--- src/rtl/axi4_ar_miss_ctrl.sv ---
`default_nettype none
// ============================================================================
// Module      : axi4_ar_miss_ctrl
// Description : Read-address miss controller. Turns the L1 TLB verdict for
//               the head AR beat into accept/drop/save, owns the single L2
//               lookup slot (lookup, timed wait, accept/drop), posts miss and
//               protection events to the miss handler and keeps a saturating
//               count of dropped AR beats.
// Revision    : 1.0 - initial release
// ============================================================================
module axi4_ar_miss_ctrl #(
  parameter int AXI_ADDR_WIDTH = 40,
  parameter int AXI_ID_WIDTH   = 4,
  parameter int ENABLE_L2TLB   = 1,
  parameter int L2_TIMEOUT     = 64,
  parameter int CNT_WIDTH      = 16
) (
  input  logic                      axi4_aclk,
  input  logic                      axi4_arst,
  // head AR beat at the slave port
  input  logic [AXI_ID_WIDTH-1:0]   s_axi4_arid,
  input  logic [AXI_ADDR_WIDTH-1:0] s_axi4_araddr,
  // L1 verdict and decision
  input  logic                      l1_valid_i,
  input  logic                      l1_hit_i,
  input  logic                      l1_prot_i,
  input  logic                      l1_multi_i,
  output logic                      l1_accept_o,
  output logic                      l1_drop_o,
  output logic                      l1_save_o,
  input  logic                      l1_done_i,
  // L2 lookup slot
  output logic                      l2_lookup_valid_o,
  output logic [AXI_ADDR_WIDTH-1:0] l2_lookup_addr_o,
  input  logic                      l2_lookup_ready_i,
  input  logic                      l2_result_valid_i,
  input  logic                      l2_hit_i,
  input  logic                      l2_prot_i,
  output logic                      l2_accept_o,
  output logic                      l2_drop_o,
  input  logic                      l2_done_i,
  // miss / fault event port
  output logic                      miss_valid_o,
  output logic [AXI_ADDR_WIDTH-1:0] miss_addr_o,
  output logic [AXI_ID_WIDTH-1:0]   miss_id_o,
  output logic                      miss_prot_o,
  input  logic                      miss_ready_i,
  output logic                      miss_ovf_o,
  output logic [CNT_WIDTH-1:0]      drop_cnt_o
);

  // Timer only has to reach L2_TIMEOUT-1, so clog2 bits are enough.
  localparam int c_TMR_W = (L2_TIMEOUT > 1) ? $clog2(L2_TIMEOUT) : 1;
  localparam logic [c_TMR_W-1:0] c_TMR_LAST = c_TMR_W'(L2_TIMEOUT - 1);
  localparam bit c_L2_EN = (ENABLE_L2TLB != 0);

  typedef enum logic [2:0] {
    ST_IDLE   = 3'd0,
    ST_LOOKUP = 3'd1,
    ST_WAIT   = 3'd2,
    ST_SEND   = 3'd3,
    ST_DROP   = 3'd4
  } state_t;

  state_t                    r_state;
  state_t                    w_state_nxt;
  logic [c_TMR_W-1:0]        r_tmr;
  logic                      w_tmr_clr;
  logic                      w_tmr_inc;
  logic [AXI_ADDR_WIDTH-1:0] r_slot_addr;
  logic [AXI_ID_WIDTH-1:0]   r_slot_id;
  logic                      r_slot_prot;
  logic                      w_prot_load;
  logic                      w_prot_val;

  logic                      w_l1_accept;
  logic                      w_l1_drop;
  logic                      w_l1_save;
  logic                      w_save_hs;
  logic                      w_l1_drop_hs;
  logic                      w_l2_drop_hs;

  logic                      r_miss_valid;
  logic [AXI_ADDR_WIDTH-1:0] r_miss_addr;
  logic [AXI_ID_WIDTH-1:0]   r_miss_id;
  logic                      r_miss_prot;
  logic                      r_miss_ovf;
  logic                      w_ev_any;
  logic                      w_ev_can_load;

  logic [CNT_WIDTH-1:0]      r_drop_cnt;
  logic [1:0]                w_cnt_inc;
  logic [CNT_WIDTH:0]        w_cnt_sum;

  // L1 decision: fault beats are dropped, hits pass, misses go to the slot
  // only when it is idle; a miss that finds the slot busy gets no decision
  // and therefore stalls at the head. Forced low while reset is asserted.
  always_comb begin
    w_l1_accept = 1'b0;
    w_l1_drop   = 1'b0;
    w_l1_save   = 1'b0;
    if (!axi4_arst && l1_valid_i) begin
      if (l1_prot_i || l1_multi_i) begin
        w_l1_drop = 1'b1;
      end else if (l1_hit_i) begin
        w_l1_accept = 1'b1;
      end else if (!c_L2_EN) begin
        w_l1_drop = 1'b1;
      end else if (r_state == ST_IDLE) begin
        w_l1_save = 1'b1;
      end
    end
  end

  assign l1_accept_o  = w_l1_accept;
  assign l1_drop_o    = w_l1_drop;
  assign l1_save_o    = w_l1_save;

  assign w_save_hs    = w_l1_save & l1_done_i;
  assign w_l1_drop_hs = w_l1_drop & l1_done_i;
  assign w_l2_drop_hs = (r_state == ST_DROP) & l2_done_i;

  // Slot FSM state register.
  always_ff @(posedge axi4_aclk or posedge axi4_arst) begin
    if (axi4_arst) begin
      r_state <= ST_IDLE;
    end else begin
      r_state <= w_state_nxt;
    end
  end

  // Slot FSM next state; a result strobe beats a timeout in the same cycle.
  always_comb begin
    w_state_nxt = r_state;
    w_tmr_clr   = 1'b0;
    w_tmr_inc   = 1'b0;
    w_prot_load = 1'b0;
    w_prot_val  = 1'b0;
    case (r_state)
      ST_IDLE: begin
        if (w_save_hs) begin
          w_state_nxt = ST_LOOKUP;
        end
      end
      ST_LOOKUP: begin
        if (l2_lookup_ready_i) begin
          w_state_nxt = ST_WAIT;
          w_tmr_clr   = 1'b1;
        end
      end
      ST_WAIT: begin
        if (l2_result_valid_i) begin
          if (l2_hit_i && !l2_prot_i) begin
            w_state_nxt = ST_SEND;
          end else begin
            w_state_nxt = ST_DROP;
            w_prot_load = 1'b1;
            w_prot_val  = l2_prot_i;
          end
        end else if (r_tmr == c_TMR_LAST) begin
          w_state_nxt = ST_DROP;
          w_prot_load = 1'b1;
          w_prot_val  = 1'b0;
        end else begin
          w_tmr_inc = 1'b1;
        end
      end
      ST_SEND: begin
        if (l2_done_i) begin
          w_state_nxt = ST_IDLE;
        end
      end
      ST_DROP: begin
        if (l2_done_i) begin
          w_state_nxt = ST_IDLE;
        end
      end
      default: begin
        w_state_nxt = ST_IDLE;
      end
    endcase
  end

  assign l2_lookup_valid_o = (r_state == ST_LOOKUP);
  assign l2_lookup_addr_o  = r_slot_addr;
  assign l2_accept_o       = (r_state == ST_SEND);
  assign l2_drop_o         = (r_state == ST_DROP);

  // Slot contents: address/ID on the save handshake, fault flag on entry to DROP.
  always_ff @(posedge axi4_aclk or posedge axi4_arst) begin
    if (axi4_arst) begin
      r_slot_addr <= '0;
      r_slot_id   <= '0;
      r_slot_prot <= 1'b0;
    end else begin
      if (w_save_hs) begin
        r_slot_addr <= s_axi4_araddr;
        r_slot_id   <= s_axi4_arid;
      end
      if (w_prot_load) begin
        r_slot_prot <= w_prot_val;
      end
    end
  end

  // Wait timer, counts cycles spent in WAIT.
  always_ff @(posedge axi4_aclk or posedge axi4_arst) begin
    if (axi4_arst) begin
      r_tmr <= '0;
    end else if (w_tmr_clr) begin
      r_tmr <= '0;
    end else if (w_tmr_inc) begin
      r_tmr <= r_tmr + c_TMR_W'(1);
    end
  end

  assign w_ev_any      = w_l1_drop_hs | w_l2_drop_hs;
  assign w_ev_can_load = !r_miss_valid | miss_ready_i;

  // Single-entry event register; the L2 event wins a same-cycle collision
  // and anything that cannot be stored raises the sticky overflow flag.
  always_ff @(posedge axi4_aclk or posedge axi4_arst) begin
    if (axi4_arst) begin
      r_miss_valid <= 1'b0;
      r_miss_addr  <= '0;
      r_miss_id    <= '0;
      r_miss_prot  <= 1'b0;
      r_miss_ovf   <= 1'b0;
    end else if (w_ev_any) begin
      if (w_ev_can_load) begin
        r_miss_valid <= 1'b1;
        if (w_l2_drop_hs) begin
          r_miss_addr <= r_slot_addr;
          r_miss_id   <= r_slot_id;
          r_miss_prot <= r_slot_prot;
        end else begin
          r_miss_addr <= s_axi4_araddr;
          r_miss_id   <= s_axi4_arid;
          r_miss_prot <= l1_prot_i;
        end
      end
      if (!w_ev_can_load || (w_l1_drop_hs && w_l2_drop_hs)) begin
        r_miss_ovf <= 1'b1;
      end
    end else if (r_miss_valid && miss_ready_i) begin
      r_miss_valid <= 1'b0;
    end
  end

  assign miss_valid_o = r_miss_valid;
  assign miss_addr_o  = r_miss_addr;
  assign miss_id_o    = r_miss_id;
  assign miss_prot_o  = r_miss_prot;
  assign miss_ovf_o   = r_miss_ovf;

  assign w_cnt_inc = {1'b0, w_l1_drop_hs} + {1'b0, w_l2_drop_hs};
  assign w_cnt_sum = {1'b0, r_drop_cnt} + (CNT_WIDTH + 1)'(w_cnt_inc);

  // Saturating drop counter, +1 per drop handshake on either side.
  always_ff @(posedge axi4_aclk or posedge axi4_arst) begin
    if (axi4_arst) begin
      r_drop_cnt <= '0;
    end else if (w_cnt_sum[CNT_WIDTH]) begin
      r_drop_cnt <= '1;
    end else begin
      r_drop_cnt <= w_cnt_sum[CNT_WIDTH-1:0];
    end
  end

  assign drop_cnt_o = r_drop_cnt;

endmodule
`default_nettype wire

--- config.mk ---
export PLATFORM = sky130hd
export DESIGN_NAME = axi4_ar_miss_ctrl
export DESIGN_NICKNAME = d
export VERILOG_FILES = /design/src/rtl/axi4_ar_miss_ctrl.sv
export SDC_FILE = /design/constraint.sdc
export NUM_CORES = 1
export LEC_CHECK = 0
export CORE_MARGIN = 10
export CORE_UTILIZATION = 42
export CTS_CLUSTER_DIAMETER = 100
export DETAILED_ROUTE_END_ITERATION = 12
export PLACE_DENSITY = 0.82
export SETUP_SLACK_MARGIN = 0.05
export SLEW_MARGIN = 0
export SYNTH_ARGS = -nofsm -noshare
export SYNTH_HDL_FRONTEND = slang
export SYNTH_SLANG_ARGS = --single-unit
--- constraint.sdc ---
create_clock -name axi4_aclk -period 4.55 [get_ports axi4_aclk]
set_input_delay 0.91 -clock axi4_aclk [delete_from_list [all_inputs] [get_ports axi4_aclk]]
set_output_delay 0.91 -clock axi4_aclk [all_outputs]
set_load 0.01 [all_outputs]
Yosys cells after proc, flatten, opt, wreduce, memory -nomap -nowiden
Index checks and enable logic that the tools add are counted.
- register bits: 117
- input bits: 57
- muxes and demuxes: 37
- reduce and logical (&&, ||, !) cells: 18
- bitwise gates (word level): 5
- add/subtract/negate cells: 3
- equal/unequal tests: 10
- operators with widths (cell ; number):
    2-to-1 mux 40 bit ; 1
    2-to-1 mux 1 bit ; 25
    2-to-1 mux 3 bit ; 6
    adder 16 x 2 -> 17 bit ; 1
    2-to-1 mux 16 bit ; 1
    2-to-1 mux 6 bit ; 2
    one-hot mux 3 bit (4 select lines) ; 1
    adder 6 x 1 -> 6 bit, second input constant ; 1
    == test 3 x 2 -> 1 bit, second input constant ; 2
    == test 6 bit, second input constant ; 1
    != test 2 x 1 -> 1 bit, second input constant ; 3
    AND reduction 2 bit ; 3
    logical AND 1 bit ; 4
    logical NOT 1 bit ; 4
    2-to-1 mux 4 bit ; 1
    AND reduction 4 bit ; 1
    nonzero test 2 bit ; 2
    bitwise AND 1 bit ; 3
    == test 3 x 1 -> 1 bit, second input constant ; 1
    == test 3 bit, second input constant ; 1
    logical NOT 3 bit ; 1
    != test 3 bit, second input constant ; 1
    adder 1 x 1 -> 2 bit ; 1
    logical OR 1 bit ; 2
    3 further kinds ; 4

Logic depth before layout (Yosys ltp)
Gate-level depths: netlist (run 1).
- depth in word-level cells: 8
- gate-level depth with buffers: 13
- gate-level depth less buffers: 9

Least setup slack after synthesis (run 1)
OpenSTA, ideal clock, no wires.
- kind: input-to-reg
- from: in axi4_arst
- to: reg r_drop_cnt[8] (netlist: drop_cnt_o[8])
- cell stages on the path: 10
- arrival: 5694 ps
- buffers on the path: 1
- setup slack: -1226 ps
- library setup time: 83 ps
- path through: inv_1 o2111ai_1 inv_1 fa_1 ha_1 nand3_1 nor3_1 nand3_1 buf_2 o21ai_0
- longest elaborated chain between the ends: 7
- ends and longest elaborated chain (what ; RTL line ; source):
    start: declaration ; 19 ; input logic axi4_arst,
    logical NOT 1 bit (no source line) ; -- ;
    logical AND 1 bit ; 102 ; if (!axi4_arst && l1_valid_i) begin
    2-to-1 mux 1 bit ; 102 ;
    bitwise AND 1 bit ; 120 ; assign w_l1_drop_hs = w_l1_drop & l1_done_i;
    adder 1 x 1 -> 2 bit ; 256 ; assign w_cnt_inc = {1'b0, w_l1_drop_hs} + {1'b0, w_l2_drop_hs};
    adder 16 x 2 -> 17 bit ; 257 ; assign w_cnt_sum = {1'b0, r_drop_cnt} + (CNT_WIDTH + 1)'(w_cnt_inc);
    2-to-1 mux 16 bit ; 263 ; end else if (w_cnt_sum[CNT_WIDTH]) begin
    end signal: assignment ; 266 ; r_drop_cnt <= w_cnt_sum[CNT_WIDTH-1:0];
    end: declaration ; 91 ; logic [CNT_WIDTH-1:0] r_drop_cnt;
No other way between the ends.
A chain may end at the register's enable or synchronous reset.

Final worst setup path (run 1)
- from: in axi4_arst
- to: out l1_save_o
- longest elaborated chain between the ends: 3
- ends and longest elaborated chain (what ; RTL line ; source):
    logical NOT 1 bit (no source line) ; -- ;
    logical AND 1 bit ; 102 ;
    2-to-1 mux 1 bit ; 102 ;
    end: declaration ; 30 ; output logic l1_save_o,
No other way between the ends.

==> results of run 1 <==
worst max-delay path, delay by kind of cell:
| kind | cells | cell delay (ns) |
|---|---|---|
| AND/OR/NAND/NOR | 2 | 0.65 |
| buffers and inverters | 2 | 1.04 |
synth_stat cells (3+ instances only):
library cell / instances
sky130_fd_sc_hd__mux2_4: 6
sky130_fd_sc_hd__inv_1: 8
sky130_fd_sc_hd__a31oi_1: 4
sky130_fd_sc_hd__dfrtp_1: 117
sky130_fd_sc_hd__buf_4: 6
sky130_fd_sc_hd__nand4_1: 3
sky130_fd_sc_hd__and2_1: 3
sky130_fd_sc_hd__nor4_1: 3
sky130_fd_sc_hd__mux2_2: 128
sky130_fd_sc_hd__nor2_1: 11
sky130_fd_sc_hd__nand2_1: 19
sky130_fd_sc_hd__o21ai_0: 6
sky130_fd_sc_hd__and3_1: 5
sky130_fd_sc_hd__xnor2_1: 7
sky130_fd_sc_hd__nor3_1: 6
sky130_fd_sc_hd__nand3_1: 8
sky130_fd_sc_hd__a21oi_1: 5
sky130_fd_sc_hd__nor2b_1: 3
sky130_fd_sc_hd__buf_2: 9
sky130_fd_sc_hd__mux2i_1: 6
sky130_fd_sc_hd__nand2b_1: 3
worst paths after layout:
kind / endpoint / from / slack, ns
setup / recovery: l1_save_o / axi4_arst / 1.03
hold / removal: miss_ovf_o / miss_ovf_o / 0.49
setup reg to reg: miss_id_o[2] / r_state[2] / 1.91
hold reg to reg: miss_ovf_o / miss_ovf_o / 0.49
max in group asynchronous: r_slot_id[3] / axi4_arst / 2.10
min in group asynchronous: miss_addr_o[37] / axi4_arst / 1.14
sequential cells by signal, summed over array words and instances, names as in the netlist:
register,flops
r_state,3
l2_lookup_addr_o,40
miss_valid_o,1
r_slot_id,4
miss_ovf_o,1
drop_cnt_o,16
r_slot_prot,1
miss_prot_o,1
r_tmr,6
miss_id_o,4
miss_addr_o,40
final cells by class:
type                    count  area (um^2)  area share (%)
flip-flops and latches    117         2928           37.89
multi-input cells         251         2321           30.04
repair buffers            170         1689           21.86
clock buffers              26        519.2           6.721
well taps                 172        215.2           2.785
inverters                   8        33.78          0.4372
clock inverters             4        20.02          0.2591
layer usage:
metal  track usage [%]  share of wire (%)  vias to the layer above
met5                 0                  0                        -
met4             5.623                1.4                        0
met3             6.245                6.6                       19
met2             26.78                 50                      112
met1             18.08                 42                     1901
li1                  -                  -                     1756
power groups by stage:
stage | clock (W) | sequential, W | combinational [W]
after detailed placement | 0 | 0.00176 | 0.00177
after CTS | 0.00123 | 0.00175 | 0.00178
after global routing | 0.00128 | 0.00181 | 0.00187
after global placement | 0 | 0.00174 | 0.00173
after floorplan | 0 | 0.00187 | 0.000642
final | 0.00120 | 0.00175 | 0.00174
through the flow:
stage	utilization, %	cells
after floorplan	-	394
final	61.47	748
after detailed placement	57.18	718
after global routing	61.47	748
after CTS	61.47	748
after global placement	57.18	718
cell families after synthesis:
kind of cell	Yosys count	synth area share [%]
AO/OA/AOI/OAI	25	3.193
XOR/XNOR	9	1.468
adder cells (fa/ha/maj)	3	0.8389
buffers and inverters	26	2.726
flip-flops	117	54.53
multiplexers	140	29.64
AND/OR/NAND/NOR	74	7.598
==> results.sh, run 1 <==
export IMPL_outcome="completed"
export IMPL_final_period_minus_worst_setup_slack_ns=3.516
export IMPL_initialDrtViolationCount=150
export IMPL_gp_routability_congestion=0.8357
export IMPL_synth_seq_cells=117
export IMPL_cts_htree_levels=4
export IMPL_crit_path_frequent_cell="sky130_fd_sc_hd__clkdlybuf4s50_1"
export IMPL_yosysWarnings=0
export IMPL_holdCritPathClass="reg -> reg"
export IMPL_syn_area_per_cell_um2=13.63
export IMPL_synth_area_leaders="sky130_fd_sc_hd__dfrtp_1 55%, sky130_fd_sc_hd__mux2_2 27%, sky130_fd_sc_hd__mux2_4 1.7%"
export IMPL_synth_edf_count=0
export IMPL_preCtsSetupSlack_ns=0.9172
export IMPL_clk_root_buffer_cell="sky130_fd_sc_hd__clkbuf_16"
export IMPL_whs_ns=0.4860
export IMPL_first_global_vias=4143
export IMPL_netSwitchingPower_w=0.001378
export IMPL_power_combinational_fraction_pct=37.2
export IMPL_drt_wirelength_mm=13.93
export IMPL_design_final_nets=625
export IMPL_crit_arrival_ns=2.61
export IMPL_async_reset_ff_share_pct=100.0
export IMPL_fin_total_pwr_w=0.004691
export IMPL_synth_distinct_cells=45
export IMPL_clock_latency_ns=0.41
export IMPL_critical_path_cell_chain="clkdlybuf4s50_1, nor4b_2, and3_1, clkdlybuf4s50_1"
export IMPL_rsz0062_at_grt="no"
export IMPL_critPathSlowestCell="sky130_fd_sc_hd__clkdlybuf4s50_1"
export IMPL_post_cts_repair_setup_buffers=0
export IMPL_post_dp_hpwl_mm=9.898
export IMPL_end_kind="output pin"
export IMPL_antenna_violating_nets_post_route=0
export IMPL_viasPerCell=5.064
export IMPL_share_seq_of_total_power_pct=37.3
export IMPL_port_buffers=165
export IMPL_r2r_worst_path_cells=6
export IMPL_startpoint_type="input port"
export IMPL_timing_final_hold_violations=0
export IMPL_die_area_um2=17710
export IMPL_clock_buffer_depth=2
export IMPL_cts_reportedPaths_clkPinSlew_ns=0.05
export IMPL_coreArea_um2=12570
export IMPL_final_critical_path_setup_slack_ns=1.034
export IMPL_slew_limit_headroom_pct=44.51
export IMPL_power_ir_vdd_worst_mv=0.2780
export IMPL_postSynthNetCount=454
export IMPL_grt_pass1_wl_mm=22.67
export IMPL_antenna_cells=0
export IMPL_cts_hold_fix_buffers=0
export IMPL_clock_sinks=117
export IMPL_fp_row_count=41
export IMPL_max_cap_violations=0
export IMPL_count_of_mapped_cells_out_of_synthesis=394
export IMPL_dieHeight_um=133.1
export IMPL_worstHoldPathCells=1
export IMPL_worstPathRequired_ns=3.64
export IMPL_synthesis_area_um2=5369
export IMPL_cts_tree="yes"
export IMPL_globalRouteOverflowTotal=0
export IMPL_worstSetupPathType="in -> out"
export IMPL_route_detailed_wl_per_inst_um=18.62
export IMPL_fin_area_um2=7726
export IMPL_floorplan_die_width_um=133.1
export IMPL_fillers=990
export IMPL_post_route_cells_drive_above_1_share_pct=30.90
export IMPL_count_of_final_setup_violators=0
export IMPL_layout_common_cells="165 x sky130_fd_sc_hd__clkdlybuf4s50_1, 128 x sky130_fd_sc_hd__mux2_2, 117 x sky130_fd_sc_hd__dfrtp_1"
export IMPL_cts_resized=0
export IMPL_p_int_w=0.003313
export IMPL_route_vias_total=3788
export IMPL_power_density_over_cell_area_nw_per_um2=607.1
export IMPL_place_area_um2=7187
export IMPL_yosysTopAreaCell="sky130_fd_sc_hd__dfrtp_1"
export IMPL_area_added_between_synthesis_and_finish_pct=43.91
export IMPL_final_max_tran_viols=0
export IMPL_cts_buffers_inserted=17
export IMPL_synth_yosys_seq_area_share_pct=54.53
export IMPL_max_slew_worst_pin_slew_ns=0.8324
export IMPL_max_stage_delay_ns=0.57
export IMPL_grt_overall_usage_pct=15.97
export IMPL_drt_drc_violations_left=0
export IMPL_finalClockSkew_ns=0.008362
export IMPL_clock_fmax_mhz=284.4
export IMPL_initial_antenna_violation_count=0
export IMPL_final_common_cell="sky130_fd_sc_hd__clkdlybuf4s50_1"
export IMPL_synth_top_cell_area_share_pct=54.53
export IMPL_synth_main_ff_cell="sky130_fd_sc_hd__dfrtp_1"
export IMPL_setup_total_negative_slack_ns=0
export IMPL_initial_utilization_pct=42.72
export IMPL_final_min_period_over_clock_period_pct=77.27
export IMPL_pin_count_of_the_biggest_net_entering_global_routing=66
export IMPL_sw_frac_of_total_pct=29.37
export IMPL_power_leakage_nw=3.385
export IMPL_first_pass_detailed_route_iteration_total=4
export IMPL_path_max_fanout=3
export IMPL_pwr_share_clk_pct=25.5
export IMPL_io_pin_count=166
Note: power is estimated with default switching activity, not from simulation.
==> run 2, diff against run 1 <==
--- a/config.mk
+++ b/config.mk
@@ -6,10 +6,10 @@
 export NUM_CORES = 1
 export LEC_CHECK = 0
 export CORE_MARGIN = 10
-export CORE_UTILIZATION = 42
+export CORE_UTILIZATION = 45
 export CTS_CLUSTER_DIAMETER = 100
 export DETAILED_ROUTE_END_ITERATION = 12
-export PLACE_DENSITY = 0.82
+export PLACE_DENSITY = 0.84
 export SETUP_SLACK_MARGIN = 0.05
 export SLEW_MARGIN = 0
 export SYNTH_ARGS = -nofsm -noshare
==> constraint.sdc (replaced) <==
create_clock -name axi4_aclk -period 3.32 [get_ports axi4_aclk]
set_input_delay 0.664 -clock axi4_aclk [delete_from_list [all_inputs] [get_ports axi4_aclk]]
set_output_delay 0.664 -clock axi4_aclk [all_outputs]
set_load 0.01 [all_outputs]
==> run 2 against run 1 <==
Net effect:
- clock-buffer cell count fell by 3
- largest power group unchanged
- power up 44%
- critical endpoint unchanged
- critical path type unchanged
- hold slack worse by 0.023 ns
- wire length up 1.1%
==> results.sh, run 2 (synthesis results as in run 1) <==
export IMPL_io_pin_count=166
export IMPL_timing_final_hold_violations=0
export IMPL_fp_row_count=39
export IMPL_gp_routability_congestion=0.8121
export IMPL_viasPerCell=5.318
export IMPL_power_ir_vdd_worst_mv=0.4244
export IMPL_port_buffers=165
export IMPL_path_max_fanout=3
export IMPL_post_dp_hpwl_mm=10.05
export IMPL_count_of_final_setup_violators=0
export IMPL_antenna_cells=0
export IMPL_cts_tree="yes"
export IMPL_fillers=857
export IMPL_crit_arrival_ns=2.30
export IMPL_grt_overall_usage_pct=16.59
export IMPL_holdCritPathClass="reg -> reg"
export IMPL_max_slew_worst_pin_slew_ns=0.8511
export IMPL_coreArea_um2=11560
export IMPL_dieHeight_um=129.2
export IMPL_initialDrtViolationCount=233
export IMPL_max_cap_violations=0
export IMPL_worstSetupPathType="in -> out"
export IMPL_power_leakage_nw=3.469
export IMPL_design_final_nets=628
export IMPL_final_max_tran_viols=0
export IMPL_clock_latency_ns=0.41
export IMPL_layout_common_cells="165 x sky130_fd_sc_hd__clkdlybuf4s50_1, 128 x sky130_fd_sc_hd__mux2_2, 117 x sky130_fd_sc_hd__dfrtp_1"
export IMPL_initial_antenna_violation_count=0
export IMPL_worstPathRequired_ns=2.66
export IMPL_cts_buffers_inserted=17
export IMPL_final_cell_count_no_fill=724
export IMPL_cts_htree_levels=4
export IMPL_slew_limit_headroom_pct=43.26
export IMPL_final_common_cell="sky130_fd_sc_hd__clkdlybuf4s50_1"
export IMPL_outcome="completed"
export IMPL_placed_cells=692
export IMPL_antenna_violating_nets_post_route=0
export IMPL_cts_reportedPaths_clkPinSlew_ns=0.05
export IMPL_initial_utilization_pct=46.42
export IMPL_rsz0062_at_grt="no"
export IMPL_area_added_between_synthesis_and_finish_pct=46.45
export IMPL_finalClockSkew_ns=0.005191
export IMPL_route_detailed_wl_per_inst_um=19.44
export IMPL_clk_root_buffer_cell="sky130_fd_sc_hd__clkbuf_16"
export IMPL_route_vias_total=3850
export IMPL_grt_pass1_wl_mm=21.65
export IMPL_clock_fmax_mhz=337.1
export IMPL_post_route_cells_drive_above_1_share_pct=31.84
export IMPL_first_pass_detailed_route_iteration_total=4
export IMPL_clock_buffer_depth=2
export IMPL_fin_total_pwr_w=0.006766
export IMPL_startpoint_type="input port"
export IMPL_post_cts_repair_setup_buffers=0
export IMPL_die_area_um2=16700
export IMPL_clock_sinks=117
export IMPL_final_min_period_over_clock_period_pct=89.36
export IMPL_globalRouteOverflowTotal=0
export IMPL_drt_wirelength_mm=14.08
export IMPL_end_kind="output pin"
export IMPL_floorplan_die_width_um=129.2
export IMPL_cts_resized=0
export IMPL_drt_drc_violations_left=0
export IMPL_first_global_vias=4049
export IMPL_power_density_over_cell_area_nw_per_um2=860.5
export IMPL_cts_hold_fix_buffers=0
export IMPL_final_period_minus_worst_setup_slack_ns=2.967
export IMPL_pin_count_of_the_biggest_net_entering_global_routing=69
## run 2: changes by cell type in the layout (fill, tap and decap cells not counted), sizes merged
cell / previous run / this run
clkbuf: 26 / 23
clkinvlp: 1 / 2
buf: 5 / 8
bufinv: 0 / 4
## run 2: worst max-delay path, stage by stage
cell,delay (ns)
sky130_fd_sc_hd__clkdlybuf4s50_1,0.48
sky130_fd_sc_hd__nor4b_2,0.41
sky130_fd_sc_hd__and3_1,0.21
sky130_fd_sc_hd__clkdlybuf4s50_1,0.54
## run 2: final cells by class
type | instances | area, um^2 | share of cell area (%)
inverters | 8 | 33.78 | 0.4297
repair buffers | 173 | 1737 | 22.09
clock buffers | 23 | 488.0 | 6.206
well taps | 143 | 178.9 | 2.276
clock inverters | 9 | 147.6 | 1.878
multi-input cells | 251 | 2350 | 29.89
flip-flops and latches | 117 | 2928 | 37.24
## run 2: stage by stage
step           TNS [ns]  utilization [%]  worst slack (ns)  instance area, um^2  hold slack [ns]
3_3_place_gp          0            62.49            0.4045                 7227           0.4413
5_1_grt               0            67.99            0.3052                 7863           0.4820
4_1_cts               0            67.99            0.3551                 7863           0.4659
2_1_floorplan    -30.41                -           -0.8349                 5440           0.4754
6_report              0            67.99            0.3534                 7863           0.4631
3_5_place_dp          0            62.49            0.3551                 7227           0.4541
## run 2: metal layers
layer  up-vias  part of all wire (%)  global-route usage (%)
li1       1774                     -                       -
met1      1925                    41                   18.34
met2       126                    49                   27.87
met3        25                   8.0                   6.485
met4         0                   2.0                   7.358
met5         -                     0                       0
## run 2: worst paths after layout
path	from	end	slack (ns)	depth (start not counted)
setup / recovery	axi4_arst	l1_save_o	0.35	4
hold / removal	miss_ovf_o	miss_ovf_o	0.46	1
setup reg to reg	r_state[2]	drop_cnt_o[13]	1.08	9
hold reg to reg	miss_ovf_o	miss_ovf_o	0.46	1
max in group asynchronous	axi4_arst	l2_lookup_addr_o[38]	1.11	4
min in group asynchronous	axi4_arst	r_state[1]	0.89	3
## run 2: power by group
group | internal (W) | switching, W | total (W)
Clock | 0.00133 | 0.000618 | 0.00195
Sequential | 0.00199 | 0.000418 | 0.00241
Combinational | 0.00151 | 0.000903 | 0.00241
Total | 0.00483 | 0.00194 | 0.00677
==> run 3, diff against run 2 <==
--- a/config.mk
+++ b/config.mk
@@ -8,8 +8,9 @@
 export CORE_MARGIN = 10
 export CORE_UTILIZATION = 45
 export CTS_CLUSTER_DIAMETER = 100
+export CTS_CLUSTER_SIZE = 28
 export DETAILED_ROUTE_END_ITERATION = 12
-export PLACE_DENSITY = 0.84
+export PLACE_DENSITY = 0.89
 export SETUP_SLACK_MARGIN = 0.05
 export SLEW_MARGIN = 0
 export SYNTH_ARGS = -nofsm -noshare
==> constraint.sdc (replaced) <==
create_clock -name axi4_aclk -period 2.9 [get_ports axi4_aclk]
set_input_delay 0.58 -clock axi4_aclk [delete_from_list [all_inputs] [get_ports axi4_aclk]]
set_output_delay 0.58 -clock axi4_aclk [all_outputs]
set_load 0.01 [all_outputs]
==> run 3 against run 2 <==
Net effect:
- wire length grew 0.92%
- power grew 15%
- sequential share of layout area grew 0.083 points
- register-to-register slack lost 0.40 ns
- cell count shrank 0.28%
- critical endpoint unchanged
- largest power group is now combinational cells
==> results.sh, run 3 (synthesis results as in run 1) <==
export IMPL_outcome="completed"
export IMPL_post_route_cells_drive_above_1_share_pct=31.78
export IMPL_cts_buffers_inserted=17
export IMPL_hold_path_startpoint="miss_ovf_o"
export IMPL_drt_drc_violations_left=0
export IMPL_max_cap_violations=0
export IMPL_critical_path_reg2reg_startpoint="r_state[1]"
export IMPL_fin_area_um2=7845
export IMPL_design_final_nets=628
export IMPL_grt_overall_usage_pct=17.08
export IMPL_holdCritPathClass="reg -> reg"
export IMPL_port_buffers=165
export IMPL_cts_tree="yes"
export IMPL_end_kind="output pin"
export IMPL_worstHoldPathCells=1
export IMPL_gp_routability_congestion=0.8278
export IMPL_count_of_final_setup_violators=0
export IMPL_post_dp_hpwl_mm=10.28
export IMPL_drt_wirelength_mm=14.20
export IMPL_setup_total_negative_slack_ns=0
export IMPL_worstPathRequired_ns=2.32
export IMPL_rsz0062_at_grt="no"
export IMPL_r2r_worst_path_cells=9
export IMPL_route_detailed_wl_per_inst_um=19.67
export IMPL_final_period_minus_worst_setup_slack_ns=2.766
export IMPL_globalRouteOverflowTotal=0
export IMPL_whs_endpoint="miss_ovf_o"
export IMPL_crit_arrival_ns=2.19
export IMPL_fp_row_count=39
export IMPL_initial_utilization_pct=46.42
export IMPL_dieHeight_um=129.2
export IMPL_floorplan_die_width_um=129.2
export IMPL_clock_latency_ns=0.40
export IMPL_power_ir_vdd_worst_mv=0.5559
export IMPL_viasPerCell=5.353
export IMPL_first_global_vias=4292
export IMPL_antenna_violating_nets_post_route=0
export IMPL_coreArea_um2=11560
export IMPL_route_vias_total=3865
export IMPL_clock_fmax_mhz=361.5
export IMPL_timing_final_hold_violations=0
export IMPL_grt_pass1_wl_mm=22.52
export IMPL_post_cts_repair_setup_buffers=0
export IMPL_slew_limit_headroom_pct=45.86
export IMPL_cts_reportedPaths_clkPinSlew_ns=0.05
export IMPL_io_pin_count=166
export IMPL_cts_hold_fix_buffers=0
export IMPL_area_added_between_synthesis_and_finish_pct=46.12
export IMPL_worstSetupPathType="in -> out"
export IMPL_clock_buffer_depth=2
export IMPL_final_min_period_over_clock_period_pct=95.38
export IMPL_final_common_cell="sky130_fd_sc_hd__clkdlybuf4s50_1"
export IMPL_die_area_um2=16700
export IMPL_cts_htree_levels=4
export IMPL_startpoint_type="input port"
export IMPL_pin_count_of_the_biggest_net_entering_global_routing=67
export IMPL_max_slew_worst_pin_slew_ns=0.8121
export IMPL_antenna_cells=0
export IMPL_cts_resized=0
export IMPL_place_area_um2=7214
export IMPL_clock_sinks=117
export IMPL_layout_common_cells="165 x sky130_fd_sc_hd__clkdlybuf4s50_1, 128 x sky130_fd_sc_hd__mux2_2, 117 x sky130_fd_sc_hd__dfrtp_1"
export IMPL_first_pass_detailed_route_iteration_total=4
export IMPL_finalClockSkew_ns=0.01191
export IMPL_clk_root_buffer_cell="sky130_fd_sc_hd__clkbuf_16"
export IMPL_power_density_over_cell_area_nw_per_um2=987.5
export IMPL_power_leakage_nw=3.459
export IMPL_initialDrtViolationCount=219
export IMPL_path_max_fanout=3
export IMPL_initial_antenna_violation_count=0
export IMPL_worst_r2r_endpoint="drop_cnt_o[8]"
export IMPL_ff2ff_setup_slack_ns=0.68
export IMPL_final_max_tran_viols=0
[run 3: how the worst max path moves through the flow]
stage,from,to,slack (ns),cells past startpoint
floorplan,axi4_arst,drop_cnt_o[8],-1.17,10
global placement,axi4_arst,l1_save_o,0.15,4
detailed placement,axi4_arst,l1_save_o,0.10,4
CTS,axi4_arst,l1_save_o,0.10,4
global route,axi4_arst,l1_save_o,0.09,4
finish,axi4_arst,l1_save_o,0.13,4
[run 3: critical path: stages]
cell and delay, ns:
sky130_fd_sc_hd__clkdlybuf4s50_1 0.50, sky130_fd_sc_hd__nor4b_4 0.37, sky130_fd_sc_hd__and3_1 0.20, sky130_fd_sc_hd__clkdlybuf4s50_1 0.53
[run 3: stage by stage]
| step | util (%) | hold WS, ns | instances | worst slack, ns | total power (W) |
|---|---|---|---|---|---|
| 2_1_floorplan | - | 0.4754 | 394 | -1.168 | 0.003969 |
| 3_5_place_dp | 62.38 | 0.4568 | 692 | 0.1037 | 0.005601 |
| 5_1_grt | 67.84 | 0.4865 | 722 | 0.08683 | 0.008135 |
| 6_report | 67.84 | 0.4660 | 722 | 0.1338 | 0.007747 |
| 4_1_cts | 67.76 | 0.4684 | 722 | 0.1007 | 0.007849 |
| 3_3_place_gp | 62.38 | 0.4403 | 692 | 0.1535 | 0.005461 |
[run 3: layer usage]
metal / global-route usage (%) / up-vias / wire length [um]
li1: - / 1766 / -
met1: 18.02 / 1932 / 5421
met2: 30.28 / 139 / 7356
met3: 5.750 / 28 / 1069
met4: 7.826 / 0 / 357
met5: 0 / - / 0
[run 3: report_power, final]
| group | switching (W) | total [W] | internal, W |
|---|---|---|---|
| clock | 0.000712 | 0.00221 | 0.00149 |
| sequential | 0.000482 | 0.00276 | 0.00228 |
| combinational | 0.00106 | 0.00278 | 0.00173 |
[run 3: area by class of cell]
class,count,area [um^2]
Clock buffer,21,470.5
Inverter,8,33.78
Timing Repair Buffer,173,1724
Multi-Input combinational cell,251,2359
Sequential cell,117,2928
Clock inverter,9,151.4
Fill cell,823,3720
Tap cell,143,178.9
